==> config.mk <==
export PLATFORM = sky130hd
export DESIGN_NAME = pipe_fetch
export DESIGN_NICKNAME = d
export VERILOG_FILES = /design/src/rtl/pipe_pkg.sv /design/src/rtl/pipe_pc_sel.sv /design/src/rtl/pipe_fetch.sv
export SDC_FILE = /design/constraint.sdc
export NUM_CORES = 1
export LEC_CHECK = 0
export BUFFER_PORTS_ARGS = -buffer_cell sky130_fd_sc_hd__buf_2
export CAP_MARGIN = 20
export CORE_MARGIN = 3
export CORE_UTILIZATION = 52
export DETAILED_ROUTE_END_ITERATION = 8
export PLACE_DENSITY = 0.88
export SLEW_MARGIN = 20
export SYNTH_ARGS = -nofsm -noshare
export SYNTH_HDL_FRONTEND = slang
export SYNTH_SLANG_ARGS = --single-unit
==> constraint.sdc <==
create_clock -name clock -period 2.1 [get_ports clock]
set_input_delay 0.21 -clock clock [delete_from_list [all_inputs] [get_ports clock]]
set_output_delay 0.21 -clock clock [all_outputs]
set_load 0.1 [all_outputs]
==> src/rtl/pipe_pkg.sv <==
// Shared definitions for the MIPS pipeline stages: next-PC select codes,
// the bubble instruction word and the fetch-side state type.
package pipe_pkg;

  localparam logic [1:0] PC_SEQ = 2'b00;
  localparam logic [1:0] PC_BR  = 2'b01;
  localparam logic [1:0] PC_JR  = 2'b10;
  localparam logic [1:0] PC_J   = 2'b11;

  // sll $0,$0,0
  localparam logic [31:0] NOP_INST = 32'h0000_0000;

  typedef enum logic {
    RUN  = 1'b0,
    HOLD = 1'b1
  } fetch_state_e;

endpackage

==> src/rtl/pipe_pc_sel.sv <==
// Next-PC target mux driven by ID's pcsource; same shape as ID's mux4x32.
module pipe_pc_sel
  import pipe_pkg::*;
(
  input  logic [31:0] pc4,
  input  logic [31:0] bpc,
  input  logic [31:0] da,
  input  logic [31:0] jpc,
  input  logic [1:0]  pcsource,
  output logic [31:0] live_tgt
);

  always_comb begin
    live_tgt = pc4;
    case (pcsource)
      PC_SEQ:  live_tgt = pc4;
      PC_BR:   live_tgt = bpc;
      PC_JR:   live_tgt = da;
      PC_J:    live_tgt = jpc;
      default: live_tgt = pc4;
    endcase
  end

endmodule

==> src/rtl/pipe_fetch.sv <==
// IF stage: owns the PC and the IF/ID register, fetches through a handshaked
// instruction port and honours a one-slot branch delay.
module pipe_fetch
  import pipe_pkg::fetch_state_e, pipe_pkg::RUN, pipe_pkg::HOLD, pipe_pkg::PC_SEQ;
#(
  parameter logic [31:0] RESET_PC = 32'h0000_0000,
  parameter logic [31:0] NOP_INST = 32'h0000_0000
) (
  input  logic        clock,
  input  logic        resetn,
  input  logic [1:0]  pcsource,
  input  logic [31:0] bpc,
  input  logic [31:0] jpc,
  input  logic [31:0] da,
  input  logic        wpcir,
  output logic        imem_req,
  output logic [31:0] imem_addr,
  input  logic [31:0] imem_rdata,
  input  logic        imem_ready,
  output logic [31:0] pc,
  output logic [31:0] dpc4,
  output logic [31:0] inst,
  output logic        ivalid
);

  fetch_state_e state, state_n;
  logic [31:0]  pc_n, dpc4_n, inst_n, hold_buf, hold_buf_n, redir_tgt, redir_tgt_n;
  logic         ivalid_n, redir_pend, redir_pend_n;
  logic [31:0]  pc4, live_tgt, eff_tgt, fetched_word;
  logic         fetch_done, live_redir, eff_redir;

  assign pc4 = pc + 32'd4;

  pipe_pc_sel u_pc_sel (
    .pc4      (pc4),
    .bpc      (bpc),
    .da       (da),
    .jpc      (jpc),
    .pcsource (pcsource),
    .live_tgt (live_tgt)
  );

  assign imem_req     = resetn && (state == RUN);
  assign imem_addr    = pc;
  assign fetch_done   = (state == HOLD) || imem_ready;
  assign fetched_word = (state == HOLD) ? hold_buf : imem_rdata;
  // A branch only counts while it is really in ID and ID is not stalling it.
  assign live_redir   = ivalid && !wpcir && (pcsource != PC_SEQ);
  assign eff_redir    = live_redir || redir_pend;
  assign eff_tgt      = live_redir ? live_tgt : redir_tgt;

  always_comb begin
    // NOTE: every output of this block gets a default first so no latch is inferred.
    state_n      = state;
    pc_n         = pc;
    dpc4_n       = dpc4;
    inst_n       = inst;
    ivalid_n     = ivalid;
    hold_buf_n   = hold_buf;
    redir_pend_n = redir_pend;
    redir_tgt_n  = redir_tgt;

    if (!wpcir && fetch_done) begin
      // The word completing now is the delay slot when a redirect is active.
      state_n      = RUN;
      dpc4_n       = pc4;
      inst_n       = fetched_word;
      ivalid_n     = 1'b1;
      pc_n         = eff_redir ? eff_tgt : pc4;
      redir_pend_n = 1'b0;
    end else if (!wpcir) begin
      inst_n   = NOP_INST;
      ivalid_n = 1'b0;
      if (live_redir) begin
        redir_pend_n = 1'b1;
        redir_tgt_n  = live_tgt;
      end
    end else if (state == RUN && imem_ready) begin
      // Park the completed word so the memory handshake is not lost during a stall.
      hold_buf_n = imem_rdata;
      state_n    = HOLD;
    end
  end

  // NOTE: sequential state uses non-blocking assignments so all registers update together.
  always_ff @(posedge clock or negedge resetn) begin
    if (!resetn) begin
      state      <= RUN;
      pc         <= RESET_PC;
      dpc4       <= 32'd0;
      inst       <= NOP_INST;
      ivalid     <= 1'b0;
      hold_buf   <= 32'd0;
      redir_pend <= 1'b0;
      redir_tgt  <= 32'd0;
    end else begin
      state      <= state_n;
      pc         <= pc_n;
      dpc4       <= dpc4_n;
      inst       <= inst_n;
      ivalid     <= ivalid_n;
      hold_buf   <= hold_buf_n;
      redir_pend <= redir_pend_n;
      redir_tgt  <= redir_tgt_n;
    end
  end

endmodule
==> metrics.txt, run 1 <==
Yosys top cell area share 47.3%; Pins Over Slew Limit 0; # fillers 1214; setup ws final 0.125 ns; Gate power share 51.3%; critical path capture point type register; #FFs+latches synth 163; Max-slew headroom 57.1%; clock skew 0.0109 ns; largest net degree at the start of global routing 95; initial antenna violation count 0; Hold WS 0.0258 ns; CTS tree built; minimum clock period 1.97 ns; vias in the first global route 7434; share of layout cells above drive strength 1 40.4%; RSZ-0062 raised after global routing no; Core Region 16100 um^2; Post-Place Setup Slack 0.156 ns; WP data required 2.41 ns; register area share after synthesis 47.3%; fraction of registers with async set/reset 100%; DP Wirelength 18.3 mm; internal power 7.30 mW; slew of the pin with the lowest slew margin 0.636 ns; synth warn 0; CTS sink count 163; first-pass GRT wire length 39.4 mm; cell area after synthesis 8630 um^2; min-delay src imem_rdata[5]; Final setup violation count 0; Switch Pwr 8.99 mW; Post-synth EDFFs 0; most frequent cells in the layout 261 x buf_2, 136 x dfrtp_1, 115 x nand2_1; syn nets 1015; Cell Rows 46; Final period util 94.0%; type of the worst setup path register to register; clock power share 19.5%; crit path launch type register; H-tree depth 4; cell taking the most area after synthesis dfrtp_1; Final #Nets 1230; final wirelength 25.1 mm; Synth cell types 70; remaining global-route overflow 0; Setup Total Neg Slack 0 ns; Power Dens Cells 1530 nW/um^2; Worst Hold Class input pin to register; TritonCTS Buffers 17; Critical path origin imem_addr[2]; CTS root buf clkbuf_16; Routed WL per cell 19.0 um; total power 16.3 mW; Finished Cell Area 10700 um^2; status finished, final reports clean; Die W 135 um; Max Freq 0.506 GHz; RR Startpoint imem_addr[2]; P&R area growth vs syn 23.4%; worst-case clock buffer depth 2; clock latency on the worst-skew pair 0.43 ns; Port Buffers 263; # DRC 0; Initial Utilization 53.7%; peak supply drop 1190 uV; Syn Area/Cell 9.81 um^2; Placer Congestion 0.997; commonest non-fill, non-tap cell in the layout buf_2; drt initial violations 671; Reg power frac 29.2%; Hold Vio Cnt, Final 0; Leakage 4.87 nW; switch share 55.2%; Tot GR Track Use 27.6%; largest cells by area after synthesis dfrtp_1 47%, mux2_2 8.4%, nand2_1 5.0%, o21ai_0 5.0%, a22oi_1 4.5%; first-pass iteration count of the detailed router 6; # IOs 264; Worst Path Arrival 2.28 ns; register clock-pin slew on the reported worst setup and hold paths 0.07 ns; # diodes 0; Die Ht 135 um; total of max-cap violations 0; Post-DP Area 10000 um^2; Synth Instances 880; Antenna Nets Post-Route 0; Total Die Area 18200 um^2; Synth Flop Type dfrtp_1; vias per cell 5.82; via count 7705; maximum net fanout on the critical path 13
per-layer routing:
metal  track usage, %  wire [um]
met5                0          0
met4             9.95        745
met3             6.93       2160
met2             44.6      12100
met1             36.3      10100
final timing paths:
kind / endpoint / slack (ns) / cells past startpoint
max: imem_addr[24] / 0.13 / 6
min: hold_buf[5] / 0.03 / 2
max reg2reg: imem_addr[24] / 0.13 / 6
min reg2reg: dpc4[0] / 0.47 / 2
max in group asynchronous: imem_addr[2] / 0.99 / 3
min in group asynchronous: dpc4[11] / 0.25 / 2
cell type report:
cell class	instances	area, um^2	share of cell area [%]
inverters	5	18.8	0.176
clock buffers	18	439	4.12
well taps	216	270	2.54
repair buffers	298	1670	15.7
flip-flops and latches	163	4120	38.7
clock inverters	14	165	1.55
multi-input cells	610	3970	37.3
sequential cells by signal (all words and copies together) (netlist names):
signal	count
redir_tgt	32
state	1
redir_pend	1
ivalid	1
dpc4	32
imem_addr	32
hold_buf	32
inst	32
cell usage after synthesis (7+ instances only):
cell	number
xor2_1	10
nor2_1	57
and3_1	10
nand3_1	10
mux2_2	64
nand4_1	7
mux2i_1	8
clkbuf_1	35
nor3_1	14
o21ai_1	7
dfrtp_1	163
o21ai_0	86
nand2_1	115
o22a_1	7
buf_4	37
buf_2	28
a21oi_1	39
a22oi_1	52
xnor2_1	18
through the flow:
step	util, %	std cells
global route	66.3	1324
floorplan	-	880
finish	66.3	1324
CTS	66.3	1324
detailed placement	62.5	1291
global placement	62.5	1291
power groups by stage:
stage,clock network (mW),registers (mW),logic [mW]
global placement,0,4.72,8.27
finish,3.18,4.75,8.37
floorplan,0,8.13,3.69
detailed placement,0,4.78,8.36
global route,3.37,4.88,8.68
CTS,3.23,4.73,8.38
critical path, cell delays in order, from the launching register on:
cell and delay [ns]:
dfrtp_4 0.46, ha_1 0.25, nand3_1 0.19, nor2_4 0.39, nand3_4 0.12, a31o_1 0.21, a211o_1 0.22
kinds of logic after synthesis:
family / count (synthesis) / share of synthesized area [%]
AND/OR/NAND/NOR: 252 / 14.1
XOR/XNOR: 28 / 2.84
multiplexers: 73 / 9.45
adder cells (fa/ha/maj): 1 / 0.145
buffers and inverters: 107 / 6.89
flip-flops: 163 / 47.3
AO/OA/AOI/OAI: 256 / 19.3
repair_timing:
| action | CTS | global route |
|---|---|---|
| endpoints found under the setup margin | 0 | 1 |
| setup buffers | 0 | 0 |
| gates resized for setup | 0 | 1 |
| hold buffers | 1 | 0 |
| endpoints found under the hold margin | 33 | 0 |
(Power assumes the default switching activity.)
==> inputs of run 2 (changes only) <==
PLACE_DENSITY = 0.87   (was 0.88)
SYNTH_HIERARCHICAL = 1   (was not set)
==> metrics.txt, run 2 <==
Die Ht 136 um; Worst Reg-to-Reg Cells 9; register area share after synthesis 46.4%; # DRC 0; maximum net fanout on the critical path 4; type of the worst setup path register to register; mux share of post-synthesis cell area 19.0%; Synth Instances 810; Port Buffers 263; register clock-pin slew on the reported worst setup and hold paths 0.06 ns; #FFs+latches synth 163; Routed WL per cell 24.6 um; Post-synth EDFFs 0; Worst Path Arrival 2.94 ns; Power Dens Cells 1520 nW/um^2; via count 8902; WP data required 2.39 ns; Hold Path Depth 2; DP Wirelength 18.4 mm; Yosys top cell area share 46.4%; synth warn 6; vias per cell 6.42; Syn Area/Cell 10.9 um^2; Worst Hold Class input pin to register; Total Die Area 18500 um^2; largest net degree at the start of global routing 95; top-count cell post-synth dfrtp_1; H-tree depth 4; Gate power share 58.9%; internal power 8.62 mW; Initial Utilization 54.2%; XOR/XNOR share of the synthesized area 2.79%; Pins Over Slew Limit 0; post-synthesis compound-gate area fraction 12.5%; P&R area growth vs syn 42.8%; CTS tree built; reg2reg setup slack -0.55 ns; final wirelength 34.2 mm; status finished, violations left; simple-gate share of the synthesized area 12.1%; # IOs 264; clock power share 15.9%; slew of the pin with the lowest slew margin 0.874 ns; commonest cells in the netlist 163 x dfrtp_1, 109 x nand2_1, 63 x mux2_2; Hold Vio Cnt, Final 0; Cell Rows 46; Final setup violation count 57; Placer Congestion 0.857; largest family of logic cells by synthesized area multiplexers; CTS sink count 163; peak supply drop 1430 uV; crit path launch type register; crit path to imem_addr[26]; cell taking the most area after synthesis dfrtp_1; syn nets 945; TritonCTS Buffers 17; Core Region 16200 um^2; Critical R2R Capture imem_addr[26]; Critical path origin imem_addr[3]; Reg power frac 25.1%; Synth cell types 58; fraction of registers with async set/reset 100%; Switch Pwr 10.5 mW; Final Util 77.4%; violated checks negative setup slack; most frequent cells in the layout 261 x buf_2, 134 x dfrtp_1, 128 x buf_4; initial antenna violation count 1; RR Startpoint imem_addr[3]; setup ws final -0.550 ns; clock skew 0.0304 ns; worst-case clock buffer depth 2; commonest non-fill, non-tap cell in the layout buf_2; Die W 136 um; Setup Total Neg Slack -15.64 ns; drt initial violations 992; critical path capture point type register; Max Freq 0.377 GHz; adder-cell share of the synthesized area 0.142%; CTS root buf clkbuf_16; share of layout cells above drive strength 1 58.3%; Tot GR Track Use 32.2%; vias in the first global route 8543; largest cells by area after synthesis dfrtp_1 46%, mux2_2 8.1%, mux4_2 7.7%, nand2_1 4.7%, buf_4 3.2%; first-pass GRT wire length 46.2 mm; Hold WS 0.0298 ns; Leakage 5.77 nW; cell area after synthesis 8800 um^2; minimum clock period 2.65 ns; RSZ-0062 raised after global routing yes; min-delay src imem_rdata[15]; Final period util 126%; clock latency on the worst-skew pair 0.45 ns; Max-slew headroom 41.8%; Antenna Nets Post-Route 0; remaining global-route overflow 0; Synth Flop Type dfrtp_1; first-pass iteration count of the detailed router 6; switch share 54.9%; total of max-cap violations 0; Final #Nets 1291; total power 19.1 mW
==> run 2: critical path, cell delays in order, from the launching register on <==
cell,delay (ns)
dfrtp_4,0.46
ha_4,0.14
and4_4,0.23
and4_4,0.25
nand4_1,0.20
xnor2_2,0.22
mux4_2,0.51
mux2i_4,0.20
o2bb2ai_1,0.19
a2bb2oi_1,0.11
==> run 2: what timing repair did <==
item / CTS / global route
hold buffers: 1 / 0
pin swaps: 53 / 42
setup buffers: 39 / 31
endpoints found under the setup margin: 48 / 52
gates resized for setup: 71 / 73
endpoints found under the hold margin: 94 / 0
==> run 2: logic make-up (layout without fill, tap and decap cells) <==
group / Yosys count / after routing
simple gates: 222 / 222
compound gates: 170 / 170
buf+inv: 108 / 467
mux: 118 / 118
other cells: 0 / 1
xor+xnor: 28 / 28
flops: 163 / 163
fa+ha+maj: 1 / 1
==> run 2: power groups by stage <==
stage	logic (mW)	registers [mW]	clock network (mW)
floorplan	4.17	8.62	0
global placement	9.80	4.63	0
detailed placement	9.93	4.68	0
CTS	10.4	4.66	3.01
global route	11.5	4.86	3.18
finish	11.3	4.80	3.04
==> run 2: through the flow <==
stage / cells / setup WS, ns / cell area [um^2]
CTS: 1357 / -0.269 / 12000
global route: 1386 / -0.616 / 12600
detailed placement: 1285 / -0.367 / 10800
global placement: 1285 / -0.298 / 10800
finish: 1386 / -0.550 / 12600
floorplan: 810 / -0.564 / 9010
==> run 2: layer usage <==
layer	wire, um	vias to the layer above	global-route usage (%)
li1	-	3572	-
met3	4360	224	9.62
met2	15900	871	51.5
met5	0	-	0
met4	2410	0	18.9
met1	11500	4235	38.8
==> run 2: layout make-up <==
class | count | area [um^2]
Multi-Input combinational cell | 539 | 4770
Antenna cell | 1 | 2.50
Clock buffer | 23 | 478
Sequential cell | 163 | 4170
Fill cell | 925 | 3670
Inverter | 8 | 30.0
Clock inverter | 9 | 81.3
Tap cell | 216 | 270
Timing Repair Buffer | 427 | 2760
==> run 2: worst min path at each step <==
stage	to	slack [ns]
finish	hold_buf[15]	0.03
floorplan	dpc4[0]	-0.09
global placement	redir_tgt[28]	0.34
global route	hold_buf[24]	0.03
CTS	hold_buf[27]	0.01
detailed placement	state	0.34
==> inputs of run 3 (changes only) <==
==> constraint.sdc (replaced) <==
create_clock -name clock -period 2.1 [get_ports clock]
set_input_delay 0.21 -clock clock [delete_from_list [all_inputs] [get_ports clock]]
set_output_delay 0.21 -clock clock [all_outputs]
set_load 0.01 [all_outputs]
==> metrics.txt, run 3 (synthesis results as in run 2) <==
status finished, violations left; violated checks design-rule violations, negative setup slack; slew of the pin with the lowest slew margin 0.707 ns; first-pass GRT wire length 47.2 mm; Die W 136 um; Max-slew headroom 52.9%; Sequential Area 4080 um^2; share of layout cells above drive strength 1 58.0%; Reg power frac 32.7%; drt initial violations 1346; Worst Hold Class input pin to register; Port Buffers 263; commonest non-fill, non-tap cell in the layout buf_2; peak supply drop 784 uV; Final Util 79.0%; Finished Cell Area 12800 um^2; Power Dens Cells 1140 nW/um^2; internal power 8.88 mW; Routed WL per cell 27.8 um; Hold Vio Cnt, Final 0; setup ws final -0.572 ns; Worst Path Arrival 3.03 ns; clock power share 22.7%; P&R area growth vs syn 45.8%; first-pass iteration count of the detailed router 8; Final period util 127%; crit path launch type register; Switch Pwr 5.80 mW; final wirelength 38.9 mm; Final setup violation count 56; WP data required 2.46 ns; dpl cells 1287; area of the multi-input gates 4910 um^2; type of the worst setup path register to register; remaining global-route overflow 0; Worst Reg-to-Reg Cells 10; most frequent cells in the layout 262 x buf_2, 159 x dfrtp_1, 135 x buf_4; RSZ-0062 raised after global routing yes; Total Die Area 18500 um^2; Finished Layout Cells 1402; total of max-cap violations 0; Pins Over Slew Limit 0; total power 14.7 mW; CTS sink count 163; Gate power share 44.6%; Final #Nets 1304; Initial Utilization 54.2%; # fillers 813; H-tree depth 4; CTS tree built; clock latency on the worst-skew pair 0.45 ns; # DRC 1; worst-case clock buffer depth 2; Max Freq 0.374 GHz; CTS root buf clkbuf_16; Die Ht 136 um; vias in the first global route 8599; TritonCTS Buffers 17; Antenna Nets Post-Route 0; Cell Rows 46; minimum clock period 2.67 ns; register clock-pin slew on the reported worst setup and hold paths 0.07 ns; # IOs 264; vias per cell 6.74; Hold Path Depth 2; Post-DP Area 10800 um^2; Tot GR Track Use 33.1%; Core Region 16200 um^2; via count 9448; Setup Total Neg Slack -16.15 ns; Placer Congestion 0.895; DP Wirelength 18.9 mm; initial antenna violation count 10; switch share 39.5%; largest net degree at the start of global routing 65; critical path capture point type register; maximum net fanout on the critical path 5; clock skew 0.0189 ns; Leakage 5.96 nW
run 3: cell types whose count changed in the layout (fill, tap and decap cells not counted), sizes merged:
cell | previous run | this run
buf | 426 | 439
clkbuf | 23 | 17
inv | 8 | 13
diode | 1 | 4
bufinv | 1 | 3
clkinv | 5 | 4
run 3: path summary, 6_finish.rpt:
kind                                start       endpoint  slack [ns]
setup / recovery             imem_addr[2]  imem_addr[26]       -0.57
hold / removal             imem_rdata[25]   hold_buf[25]        0.01
setup reg to reg             imem_addr[2]  imem_addr[26]       -0.57
hold reg to reg                  inst[25]       inst[25]        0.48
max in group asynchronous          resetn  imem_addr[31]        0.73
min in group asynchronous          resetn  imem_addr[21]        0.47
run 3: power by group through the flow:
stage	Sequential [mW]	Clock, mW	Combinational (mW)
floorplan	4.90	0	2.53
global placement	4.55	0	4.47
detailed placement	4.60	0	4.61
CTS	4.57	3.28	5.16
global route	4.87	3.47	6.79
finish	4.80	3.33	6.55
run 3: through the flow:
stage	hold slack, ns	setup WS, ns
final	0.0114	-0.572
after global routing	0.00177	-0.639
after CTS	0.00867	-0.245
after detailed placement	0.0940	-0.298
after global placement	0.0901	-0.259
after floorplan	-0.0856	-0.301
run 3: critical path, cell delays in order (launching register included):
cell and delay, ns:
dfrtp_2 0.42, ha_4 0.14, and4_4 0.24, and4_1 0.21, buf_6 0.14, nand4_1 0.21
buf_4 0.22, buf_4 0.13, buf_4 0.15, a21oi_1 0.52, a2bb2oi_2 0.22
run 3: cell type report:
cell class | instances | share of cell area [%]
well taps | 216 | 2.11
flip-flops and latches | 163 | 31.8
clock inverters | 15 | 1.39
inverters | 8 | 0.234
clock buffers | 17 | 3.32
multi-input cells | 539 | 38.3
repair buffers | 440 | 22.7
diodes | 4 | 0.0780
run 3: timing repair:
item                                    4_1_cts  5_1_grt
pin swaps                                    40       51
endpoints found under the setup margin       43       55
resized for setup                            86       86
hold endpoints to repair                     23        0
buffers inserted                             39       44
hold buffers                                  1        0
run 3: metal layers:
layer  share of wire, %  vias up  track usage [%]
li1                   -     3610                -
met1                 32     4448             40.2
met2                 44     1025             52.3
met3                 15      353             11.0
met4                8.5       12             17.7
met5               0.23        -                0
